### config.mk
export PLATFORM = sky130hd
export DESIGN_NAME = id_stage
export DESIGN_NICKNAME = d
export VERILOG_FILES = /design/src/rtl/rv_pkg.sv /design/src/rtl/id_decode.sv /design/src/rtl/id_stage.sv
export SDC_FILE = /design/constraint.sdc
export NUM_CORES = 1
export LEC_CHECK = 0
export CAP_MARGIN = 20
export CORE_UTILIZATION = 50
export DETAILED_ROUTE_END_ITERATION = 6
export DONT_BUFFER_PORTS = 1
export PLACE_DENSITY = 0.7
export SLEW_MARGIN = 20
export SYNTH_ARGS = -nofsm -noshare
export SYNTH_HDL_FRONTEND = slang
export SYNTH_HIERARCHICAL = 1
export SYNTH_SLANG_ARGS = --single-unit
### constraint.sdc
create_clock -name clk -period 5 [get_ports clk]
set_input_delay 1 -clock clk [delete_from_list [all_inputs] [get_ports clk]]
set_output_delay 1 -clock clk [all_outputs]
set_load 0.02 [all_outputs]
### src/rtl/rv_pkg.sv
// Shared RV32I decode constants and the decoded-instruction payload.
package rv_pkg;

    localparam int unsigned INSTR_W = 32;
    localparam int unsigned FUNCT_W = 4;
    localparam int unsigned REG_W   = 5;
    localparam int unsigned SEL_W   = 2;

    localparam logic [6:0] OPC_OP     = 7'b0110011;
    localparam logic [6:0] OPC_OP_IMM = 7'b0010011;
    localparam logic [6:0] OPC_LUI    = 7'b0110111;
    localparam logic [6:0] OPC_AUIPC  = 7'b0010111;
    localparam logic [6:0] OPC_LOAD   = 7'b0000011;
    localparam logic [6:0] OPC_STORE  = 7'b0100011;
    localparam logic [6:0] OPC_BRANCH = 7'b1100011;
    localparam logic [6:0] OPC_JAL    = 7'b1101111;
    localparam logic [6:0] OPC_JALR   = 7'b1100111;

    localparam logic [FUNCT_W-1:0] ALU_ADD  = 4'b0000;
    localparam logic [FUNCT_W-1:0] ALU_SUB  = 4'b1000;
    localparam logic [FUNCT_W-1:0] ALU_SLL  = 4'b0001;
    localparam logic [FUNCT_W-1:0] ALU_SLT  = 4'b0010;
    localparam logic [FUNCT_W-1:0] ALU_SLTU = 4'b0011;
    localparam logic [FUNCT_W-1:0] ALU_XOR  = 4'b0100;
    localparam logic [FUNCT_W-1:0] ALU_SRL  = 4'b0101;
    localparam logic [FUNCT_W-1:0] ALU_SRA  = 4'b1101;
    localparam logic [FUNCT_W-1:0] ALU_OR   = 4'b0110;
    localparam logic [FUNCT_W-1:0] ALU_AND  = 4'b0111;

    localparam logic [SEL_W-1:0] SRC_A_RS1  = 2'd0;
    localparam logic [SEL_W-1:0] SRC_A_PC   = 2'd1;
    localparam logic [SEL_W-1:0] SRC_A_ZERO = 2'd2;

    typedef struct packed {
        logic [FUNCT_W-1:0] alu_funct;
        logic [SEL_W-1:0]   src_a_sel;
        logic               src_b_imm;
        logic [INSTR_W-1:0] imm;
        logic [REG_W-1:0]   rs1;
        logic [REG_W-1:0]   rs2;
        logic [REG_W-1:0]   rd;
        logic               reg_write;
        logic               is_load;
        logic               is_store;
        logic               is_branch;
        logic               is_jump;
        logic               illegal;
    } dec_t;

endpackage

### src/rtl/id_decode.sv
// Combinational RV32I decoder: raw instruction word to ALU/operand/class fields.
module id_decode
    import rv_pkg::*;
(
    input  logic [INSTR_W-1:0] i_instr,
    output dec_t               o_dec
);

    logic [6:0]         w_opcode;
    logic [2:0]         w_funct3;
    logic [6:0]         w_funct7;
    logic [INSTR_W-1:0] w_imm_i;
    logic [INSTR_W-1:0] w_imm_s;
    logic [INSTR_W-1:0] w_imm_b;
    logic [INSTR_W-1:0] w_imm_u;
    logic [INSTR_W-1:0] w_imm_j;
    logic               w_f7_ok;
    dec_t               w_dec;

    assign w_opcode = i_instr[6:0];
    assign w_funct3 = i_instr[14:12];
    assign w_funct7 = i_instr[31:25];
    assign w_f7_ok  = (w_funct7 == 7'b0000000) || (w_funct7 == 7'b0100000);

    assign w_imm_i = {{20{i_instr[31]}}, i_instr[31:20]};
    assign w_imm_s = {{20{i_instr[31]}}, i_instr[31:25], i_instr[11:7]};
    assign w_imm_b = {{19{i_instr[31]}}, i_instr[31], i_instr[7], i_instr[30:25], i_instr[11:8], 1'b0};
    assign w_imm_u = {i_instr[31:12], 12'b0};
    assign w_imm_j = {{11{i_instr[31]}}, i_instr[31], i_instr[19:12], i_instr[20], i_instr[30:21], 1'b0};

    always_comb begin
        w_dec           = '0;
        w_dec.alu_funct = ALU_ADD;
        w_dec.src_a_sel = SRC_A_RS1;
        w_dec.rs1       = i_instr[19:15];
        w_dec.rs2       = i_instr[24:20];
        w_dec.rd        = i_instr[11:7];

        if (i_instr[1:0] != 2'b11) begin
            w_dec.illegal = 1'b1;
        end else begin
            case (w_opcode)
                OPC_OP: begin
                    w_dec.alu_funct = {i_instr[30], w_funct3};
                    w_dec.reg_write = 1'b1;
                    if (!w_f7_ok || (i_instr[30] && w_funct3 != 3'b000 && w_funct3 != 3'b101))
                        w_dec.illegal = 1'b1;
                end
                OPC_OP_IMM: begin
                    w_dec.alu_funct = {i_instr[30] && (w_funct3 == 3'b101), w_funct3};
                    w_dec.src_b_imm = 1'b1;
                    w_dec.reg_write = 1'b1;
                    w_dec.imm       = w_imm_i;
                    if (w_funct3 == 3'b001) begin
                        w_dec.imm = INSTR_W'(i_instr[24:20]);
                        if (w_funct7 != 7'b0000000) w_dec.illegal = 1'b1;
                    end else if (w_funct3 == 3'b101) begin
                        w_dec.imm = INSTR_W'(i_instr[24:20]);
                        if (!w_f7_ok) w_dec.illegal = 1'b1;
                    end
                end
                OPC_LUI, OPC_AUIPC: begin
                    w_dec.src_a_sel = (w_opcode == OPC_LUI) ? SRC_A_ZERO : SRC_A_PC;
                    w_dec.src_b_imm = 1'b1;
                    w_dec.imm       = w_imm_u;
                    w_dec.reg_write = 1'b1;
                end
                OPC_LOAD: begin
                    w_dec.src_b_imm = 1'b1;
                    w_dec.imm       = w_imm_i;
                    w_dec.reg_write = 1'b1;
                    w_dec.is_load   = 1'b1;
                end
                OPC_STORE: begin
                    w_dec.src_b_imm = 1'b1;
                    w_dec.imm       = w_imm_s;
                    w_dec.is_store  = 1'b1;
                end
                OPC_BRANCH: begin
                    w_dec.imm       = w_imm_b;
                    w_dec.is_branch = 1'b1;
                    case (w_funct3[2:1])
                        2'b00:   w_dec.alu_funct = ALU_SUB;
                        2'b10:   w_dec.alu_funct = ALU_SLT;
                        2'b11:   w_dec.alu_funct = ALU_SLTU;
                        default: w_dec.illegal   = 1'b1;
                    endcase
                end
                OPC_JAL: begin
                    w_dec.src_a_sel = SRC_A_PC;
                    w_dec.src_b_imm = 1'b1;
                    w_dec.imm       = w_imm_j;
                    w_dec.reg_write = 1'b1;
                    w_dec.is_jump   = 1'b1;
                end
                OPC_JALR: begin
                    w_dec.src_b_imm = 1'b1;
                    w_dec.imm       = w_imm_i;
                    w_dec.reg_write = 1'b1;
                    w_dec.is_jump   = 1'b1;
                    if (w_funct3 != 3'b000) w_dec.illegal = 1'b1;
                end
                default: w_dec.illegal = 1'b1;
            endcase
        end

        // An illegal instruction occupies the slot but must have no side effects.
        if (w_dec.illegal) begin
            w_dec.reg_write = 1'b0;
            w_dec.is_load   = 1'b0;
            w_dec.is_store  = 1'b0;
            w_dec.is_branch = 1'b0;
            w_dec.is_jump   = 1'b0;
        end
        if (w_dec.rd == '0) w_dec.reg_write = 1'b0;
    end

    assign o_dec = w_dec;

endmodule

### src/rtl/id_stage.sv
// Decode pipeline stage: valid/ready input, single registered output slot with flush.
module id_stage
    import rv_pkg::*;
#(
    parameter int unsigned XLEN = 32
) (
    input  logic                clk,
    input  logic                rst,
    input  logic                flush,
    input  logic                in_valid,
    output logic                in_ready,
    input  logic [INSTR_W-1:0]  in_instr,
    input  logic [XLEN-1:0]     in_pc,
    output logic                out_valid,
    input  logic                out_ready,
    output logic [XLEN-1:0]     out_pc,
    output logic [FUNCT_W-1:0]  out_alu_funct,
    output logic [SEL_W-1:0]    out_src_a_sel,
    output logic                out_src_b_imm,
    output logic [XLEN-1:0]     out_imm,
    output logic [REG_W-1:0]    out_rs1,
    output logic [REG_W-1:0]    out_rs2,
    output logic [REG_W-1:0]    out_rd,
    output logic                out_reg_write,
    output logic                out_is_load,
    output logic                out_is_store,
    output logic                out_is_branch,
    output logic                out_is_jump,
    output logic                out_illegal
);

    dec_t            w_dec;
    dec_t            r_dec;
    logic [XLEN-1:0] r_pc;
    logic            r_valid;
    logic            w_accept;

    id_decode u_decode (
        .i_instr (in_instr),
        .o_dec   (w_dec)
    );

    assign in_ready = !r_valid || out_ready;
    assign w_accept = in_valid && in_ready;

    // Output slot: flush beats accept, accept beats consume.
    always_ff @(posedge clk or posedge rst) begin
        if (rst) begin
            r_valid <= 1'b0;
            r_dec   <= '0;
            r_pc    <= '0;
        end else if (flush) begin
            r_valid <= 1'b0;
        end else if (w_accept) begin
            r_valid <= 1'b1;
            r_dec   <= w_dec;
            r_pc    <= in_pc;
        end else if (out_ready) begin
            r_valid <= 1'b0;
        end
    end

    assign out_valid     = r_valid;
    assign out_pc        = r_pc;
    assign out_alu_funct = r_dec.alu_funct;
    assign out_src_a_sel = r_dec.src_a_sel;
    assign out_src_b_imm = r_dec.src_b_imm;
    assign out_imm       = XLEN'($signed(r_dec.imm));
    assign out_rs1       = r_dec.rs1;
    assign out_rs2       = r_dec.rs2;
    assign out_rd        = r_dec.rd;
    assign out_reg_write = r_dec.reg_write;
    assign out_is_load   = r_dec.is_load;
    assign out_is_store  = r_dec.is_store;
    assign out_is_branch = r_dec.is_branch;
    assign out_is_jump   = r_dec.is_jump;
    assign out_illegal   = r_dec.illegal;

endmodule
== Yosys cells after proc, flatten, opt, wreduce, memory -nomap -nowiden ==
Index checks and enable logic that the tools add are counted.

* Word-level logic and storage cells: 84
* Bits in registers: 93
* Input port bits: 69
* Output and inout bits: 94

* Reduce and logical (&&, ||, !) cells: 23
* Bitwise gates (word level): 1
* Equal/unequal tests: 16
* Muxes and demuxes: 29

{| class="wikitable"
|+ Operator list
! operator !! count
|-
| $pmux 32 s6 || 1
|-
| $mux 32 || 2
|-
| $mux 39 || 1
|-
| $eq 7x6->1 const B || 4
|-
| $pmux 4 s3 || 2
|-
| $eq 7x7->1 const B || 3
|-
| $mux 1 || 18
|-
| $eq 7x5->1 const B || 2
|-
| $reduce_or 7->1 || 2
|-
| $mux 5 || 2
|-
| $eq 7x2->1 const B || 1
|-
| $logic_not 7->1 || 1
|-
| $reduce_bool 7->1 || 1
|-
| $reduce_bool 3->1 || 2
|-
| $reduce_or 2->1 || 3
|-
| $logic_not 5->1 || 1
|-
| $pmux 1 s5 || 1
|-
| $reduce_or 5->1 || 1
|-
| $eq 2x2->1 const B || 2
|-
| $logic_and 1x1->1 || 4
|-
| $pmux 2 s2 || 1
|-
| $eq 3x1->1 const B || 1
|-
| $eq 3x3->1 const B || 1
|-
| $logic_or 1x1->1 || 3
|-
| 8 further kinds || 9
|}

== Longest topological paths before layout ==
Gate-level depths: netlist of the first run.

* Depth in word-level cells: 9
* Mapped depth: 7
* Mapped depth without buffers: 5

== Modules after synthesis ==
The synthesis of the first run kept the hierarchy.

{| class="wikitable"
|+ Modules (own cells, without submodules)
! module !! times used !! seq. area each (sq um) !! cells an instance !! area an instance (sq um)
|-
| id_stage || 1 || 2,327.2 || 201 || 3,898.7
|-
| id_decode || 1 || 0.0 || 140 || 892.1
|}

== Least setup slack after synthesis of the first run ==
OpenSTA, ideal clock, no wires.

* Path type: in2reg
* From: input in_instr[4]
* To: register r_dec, in the netlist out_src_b_imm
* Arrival: 2,187 ps
* Path buffers: 2
* Cell stages on the path: 6
* Library setup time: 125 ps
* Path slack: 2,688 ps
* Data required time: 4,875 ps
* Cells stage by stage: nor2b_1 > clkbuf_1 > and3_1 > clkbuf_2 > or3_1 > mux2_4

{| class="wikitable"
|+ RTL lines
! what !! line !! text
|-
| start, declared || id_stage.sv:12 || <nowiki>input logic [INSTR_W-1:0] in_instr,</nowiki>
|-
| end signal, assigned || id_stage.sv:56 || <nowiki>r_dec <= w_dec;</nowiki>
|-
| end, declared || id_stage.sv:33 || <nowiki>dec_t r_dec;</nowiki>
|}

== Worst setup path after layout of the first run ==
* From: input out_ready
* To: output in_ready

* Word-level cells in the longest chain between the ends: 1

{| class="wikitable"
|+ Ends and longest elaborated chain
! what !! line !! text
|-
| start, declared || id_stage.sv:15 || <nowiki>input logic out_ready,</nowiki>
|-
| $logic_or 1x1->1 || id_stage.sv:43 || <nowiki>assign in_ready = !r_valid || out_ready;</nowiki>
|-
| end, declared || id_stage.sv:11 || <nowiki>output logic in_ready,</nowiki>
|}

No other way between the ends.

==> results of run 1 <==
-- cell usage after synthesis (6+ instances only) --
cell      n  share of area
nor2_1   18          0.014
dfrtp_1  93           0.49
nand2_1   9         0.0071
mux2_2   12          0.028
buf_12    9          0.038
o22ai_1   7         0.0091
buf_2     6         0.0063
buf_4    16          0.025
o21ai_0   6         0.0063
a21o_1   14          0.022
inv_1    11         0.0086
mux2_4   80           0.25
-- cell usage in the layout (no fill, tap or decap), types with 3 or more instances in the layout --
cell,instances
inv_1,10
nor4_1,3
a22o_1,4
buf_4,3
or3_1,3
nor2b_1,3
mux2_2,12
a21o_1,14
o22ai_1,7
nand3_1,3
a21oi_1,3
nor2_1,18
nand2_1,9
o21ai_0,6
clkbuf_8,9
clkinvlp_4,3
a22oi_1,3
mux2_4,80
dfrtp_1,93
-- state kept, by name (all words and copies together), names as in the netlist, 2 cells and up --
register       count
out_pc            32
out_imm           32
out_src_a_sel      2
out_rd             5
out_alu_funct      4
out_rs1            5
out_rs2            5
-- per-stage QoR --
step,utilization,setup slack [ns],hold WS (ns),power (uW)
after detailed placement,0.500,2.52,0.649,1200
after floorplan,-,1.58,0.636,1180
after global placement,0.500,2.57,0.652,1190
final,0.518,2.72,0.534,1620
after global routing,0.518,2.71,0.542,1700
after CTS,0.518,2.71,0.524,1650
-- worst reg2reg max path, delay by kind of cell, from the launching register on --
kind,cells,cell delay [ns]
buffers and inverters,1,0.70
multiplexers,1,0.44
AND/OR/NAND/NOR,2,0.35
flip-flops,1,0.47
-- path summary, 6_finish.rpt --
kind                                        startpoint                      endpoint  slack (ns)  depth (start not counted)
worst max-delay path                         out_ready                      in_ready        2.72                          2
max in group asynchronous                          rst  out_alu_funct[1]$_DFFE_PP0P_        3.38                          2
min in group clk                out_imm[2]$_DFFE_PP0P_        out_imm[2]$_DFFE_PP0P_        0.67                          1
worst min-delay path                               rst         out_pc[8]$_DFFE_PP0P_        0.53                          1
worst min register to register  out_imm[2]$_DFFE_PP0P_        out_imm[2]$_DFFE_PP0P_        0.67                          1
worst max register to register   out_valid$_DFFE_PP0P_        out_pc[21]$_DFFE_PP0P_        2.92                          4
-- where the power goes --
| part | leakage [uW] | switching [uW] | internal, uW |
|---|---|---|---|
| logic | 0.00102 | 76.0 | 119 |
| clock network | 0.0000760 | 262 | 182 |
| registers | 0.00118 | 156 | 827 |
| total | 0.00228 | 495 | 1130 |
-- cells by family after synthesis --
kind of cell              count (synthesis)  synth area share
and+or+nand+nor                          58            0.0729
DFF                                      93             0.486
muxes                                    92             0.279
AOI/OAI and AO/OA                        50            0.0773
xor gates and xnor gates                  1           0.00183
buffers and inverters                    47            0.0833
-- layer usage --
layer | vias to the layer above | track usage | wire length [um]
met2 | 88 | 0.291 | 4490
li1 | 1154 | - | -
met3 | 14 | 0.0620 | 663
met5 | - | 0 | 0
met4 | 0 | 0.0679 | 154
met1 | 1302 | 0.255 | 4260
-- final cells by class --
cell class,count,share of cell area
Clock buffer,11,0.0274
Multi-Input combinational cell,201,0.431
Inverter,12,0.00992
Timing Repair Buffer,3,0.00470
Tap cell,129,0.0337
Clock inverter,5,0.00757
Sequential cell,93,0.486
==> results.txt, run 1 <==
hold buffer count at cts -> 0
slowest stage delay, CP -> 0.15 ns
Worst-Skew Late Latency -> 0.35 ns
Worst Hold Class -> in -> async
drt pass-1 iters -> 4
Routed Antenna Nets -> 0
fillers -> 779
CTS max path bufs -> 2
area delta synth->final -> -0.000104%
gr ovfl total -> 0
Leakage -> 0.00228 uW
EDFF count, synth -> 0
DR vias -> 2,558
post-route clock period utilization -> 0.456
yosys warns -> 6
nets -> 389
placed insts -> 438
PortBufs -> 0
Layout Cells excl Fill -> 454
first-pass GRT wire length -> 14,600 um
Max-Cap Viols -> 0
Post-Syn Area -> 0.00479 mm2
# resized after CTS -> 0
Crit-path slowest cell -> nor2b_4
clock-pin transition on the worst setup and hold timing paths -> 0.10 ns
vias in the first global route -> 2,647
Pwr per Cell Area -> 339 mW/mm2
die width -> 99.9 um
wire per inst -> 21.1 um
Rows -> 35
Max IR drop VDD -> 0.000179 V
CTS tree -> done
top cell family by delay on the critical path -> simple AND/OR/NAND/NOR gates
Die Y -> 99.9 um
Top FF cell, synth -> dfrtp_1
Setup Fix Bufs, Post-CTS -> 0
Sequential cell area -> 0.00233 mm2
setup TNS -> 0 ns
area of the multi-input gates -> 0.00206 mm2
Top Ports -> 163
Critical Path RT -> 4.00 ns
Seq cells post-synth -> 93
Syn Inst Count -> 341
CP Buf/Inv Count -> 1
First DRT Iteration DRCs -> 95
all-layer global routing usage -> 0.191
share of layout cells above drive strength 1 -> 0.372
Fmax -> 438 MHz
Placer Congestion -> 0.910
drt total wl -> 9560 um
CP Launch Type -> primary input
HPWL Detailed -> 6790 um
clk sinks -> 93
Synthesized Nets -> 410
RSZ-0062 raised after global routing -> false
Clock Skews -> 0.00698 ns
syn_area_per_cell -> 14.0 um2
n_diodes -> 0
clock root cell -> clkbuf_8
Slew @ Worst Pin -> 0.841 ns
CP Cell Sequence -> nor2b_4 > inv_1
fin area -> 0.00479 mm2
DP Area -> 0.00462 mm2
htree depth -> 3
Starting Density -> 0.518
CP Capture Type -> output port
CP max FO -> 3
Synth async-reset ratio -> 1.00
core area -> 0.00924 mm2
final setup violation count -> 0
initial antenna violation count -> 0
synth unique cells -> 51
outcome -> complete, no violations
final hold vios -> 0
largest net degree at the start of global routing -> 57
Die ar. -> 0.00998 mm2
max-slew violation count -> 0
Tmin final -> 2.28 ns
Vias/cell -> 5.63
CTS buffer count -> 9
slew margin rel. -> 0.439
DRC -> 0
Critical Path AT -> 1.28 ns
CP Class -> in -> out
register area share after synthesis -> 0.486
(Power assumes the default switching activity.)
==> run 2: changes to the inputs <==
clock period = 2.1 ns   (was 5 ns; I/O delays follow)
==> run 2 against run 1 <==
Final area increased by 3.2%. First-iteration DRC count grew 26%. Critical path depth is 3 higher. Clock skew up 0.0029 ns. Setup slack got worse by 2.4 ns. Clock-buffer cell count unchanged. Combinational power up 150%. Clock power rose to 2.9 times the previous value. Total power grew to 2.6 times the previous value. Critical path type is now reg -> reg. Critical endpoint is now out_imm[11]$_DFFE_PP0P_.
==> results.txt, run 2 (synthesis results as in run 1) <==
Clock Skews -> 0.00990 ns (was 0.00698 ns)
Die ar. -> 0.00998 mm2 (unchanged)
clock root cell -> clkbuf_8 (unchanged)
DRC -> 0 (unchanged)
First DRT Iteration DRCs -> 120 (was 95)
largest net degree at the start of global routing -> 34 (was 57)
vias in the first global route -> 2,634 (was 2,647)
Critical Path AT -> 2.03 ns (was 1.28 ns)
core area -> 0.00924 mm2 (unchanged)
most common cell after layout, fill and taps aside -> dfrtp_1 (unchanged)
hold buffer count at cts -> 0 (unchanged)
final setup violation count -> 0 (unchanged)
Rows -> 35 (unchanged)
final hold vios -> 0 (unchanged)
critical path startpoint -> out_valid$_DFFE_PP0P_ (was out_ready)
gr ovfl total -> 0 (unchanged)
Routed Antenna Nets -> 0 (unchanged)
Tmin final -> 1.82 ns
Leakage -> 0.00235 uW (was 0.00228 uW)
Placer Congestion -> 0.850 (was 0.910)
fin area -> 0.00494 mm2 (was 0.00479 mm2)
CTS max path bufs -> 2 (unchanged)
share of layout cells above drive strength 1 -> 0.381 (was 0.372)
Setup Fix Bufs, Post-CTS -> 0 (unchanged)
max-slew violation count -> 0 (unchanged)
Vias/cell -> 5.73 (was 5.63)
Fmax -> 549 MHz
area delta synth->final -> 3.21% (was -0.000104%)
CP Capture Type -> flip-flop (was output port)
Max-Cap Viols -> 0 (unchanged)
Top Ports -> 163 (unchanged)
clock-pin transition on the worst setup and hold timing paths -> 0.09 ns (was 0.10 ns)
Die Y -> 99.9 um (unchanged)
post-route clock period utilization -> 0.867
DR vias -> 2,620 (was 2,558)
first-pass GRT wire length -> 14,400 um (was 14,600 um)
Starting Density -> 0.518 (unchanged)
CP Cell Sequence -> nor2b_4 > nor3b_4 > buf_12 > buf_12 > mux2_4 (was nor2b_4 > inv_1)
all-layer global routing usage -> 0.185 (was 0.191)
nets -> 392 (was 389)
CTS buffer count -> 9 (unchanged)
slew margin rel. -> 0.543 (was 0.439)
wire per inst -> 20.5 um (was 21.1 um)
crit-path most repeated cell -> buf_12
CP Launch Type -> flip-flop (was primary input)
htree depth -> 3 (unchanged)
Pwr per Cell Area -> 837 mW/mm2 (was 339 mW/mm2)
CP Class -> reg -> reg (was in -> out)
HPWL Detailed -> 6710 um (was 6790 um)
Crit-path slowest cell -> dfrtp_1 (was nor2b_4)
Max IR drop VDD -> 0.000434 V (was 0.000179 V)
top cell family by delay on the critical path -> flip-flops (was simple AND/OR/NAND/NOR gates)
CP Buf/Inv Count -> 2 (was 1)
fin util -> 0.535 (was 0.518)
slowest stage delay, CP -> 0.47 ns (was 0.15 ns)
initial antenna violation count -> 0 (unchanged)
die width -> 99.9 um (unchanged)
outcome -> complete, no violations (unchanged)
clk sinks -> 93 (unchanged)
DP Area -> 0.00472 mm2 (was 0.00462 mm2)
setup TNS -> 0 ns (unchanged)
Slew @ Worst Pin -> 0.685 ns (was 0.841 ns)
# resized after CTS -> 0 (unchanged)
CTS tree -> done (unchanged)
Worst-Skew Late Latency -> 0.34 ns (was 0.35 ns)
drt pass-1 iters -> 4 (unchanged)
RSZ-0062 raised after global routing -> false (unchanged)
n_diodes -> 0 (unchanged)
Worst Hold Class -> in -> async (unchanged)
Critical Path RT -> 2.31 ns (was 4.00 ns)
CP max FO -> 22 (was 3)
R2R Path Start -> out_valid$_DFFE_PP0P_ (unchanged)
PortBufs -> 0 (unchanged)
drt total wl -> 9350 um (was 9560 um)
commonest non-fill, non-tap cells in the layout -> dfrtp_1 (93), mux2_4 (80), nor2_1 (18), a21o_1 (14), mux2_2 (12) (unchanged)
[run 2: cell types whose count changed in the layout (fill, tap and decap cells not counted)]
cell	delta
bufinv_16	+2
clkbuf_1	-1
clkinvlp_4	-1
inv_4	-1
buf_12	+6
clkbuf_8	+1
buf_4	-3
[run 2: path summary, 6_finish.rpt]
path,depth (start not counted),to,slack (ns)
hold / removal,1,out_pc[9]$_DFFE_PP0P_,0.04
setup / recovery,5,out_imm[11]$_DFFE_PP0P_,0.28
min in group clk,1,out_valid$_DFFE_PP0P_,0.15
hold reg to reg,1,out_pc[28]$_DFFE_PP0P_,0.67
max in group asynchronous,2,out_rd[0]$_DFFE_PP0P_,1.46
setup reg to reg,5,out_imm[11]$_DFFE_PP0P_,0.28
[run 2: layer usage]
layer / track usage / routed length, um / up-vias / share of wire
li1: - / - / 1158 / -
met1: 0.256 / 4250 / 1331 / 0.45
met2: 0.275 / 4220 / 114 / 0.45
met3: 0.0487 / 644 / 17 / 0.069
met4: 0.0769 / 231 / 0 / 0.025
met5: 0 / 0 / - / 0
[run 2: power by group]
| part | leakage [uW] | switching (uW) | internal [uW] |
|---|---|---|---|
| registers | 0.00118 | 371 | 1970 |
| clock network | 0.000110 | 608 | 707 |
| logic | 0.00105 | 185 | 301 |
[run 2: layout make-up]
type | instances | area [um2]
Multi-Input combinational cell | 201 | 2060
Timing Repair Buffer | 6 | 120
Inverter | 12 | 48.8
Sequential cell | 93 | 2330
Fill cell | 760 | 4300
Clock buffer | 11 | 141
Tap cell | 129 | 161
Clock inverter | 5 | 81.3
[run 2: metrics by stage]
step	hold slack (ns)	std cells	power [uW]	setup WS, ns
after floorplan	0.486	341	2810	0.368
after global placement	0.413	441	2850	0.310
after detailed placement	0.430	441	2860	0.276
after CTS	0.0393	457	4190	0.260
after global routing	0.0569	457	4320	0.220
final	0.0382	457	4140	0.279
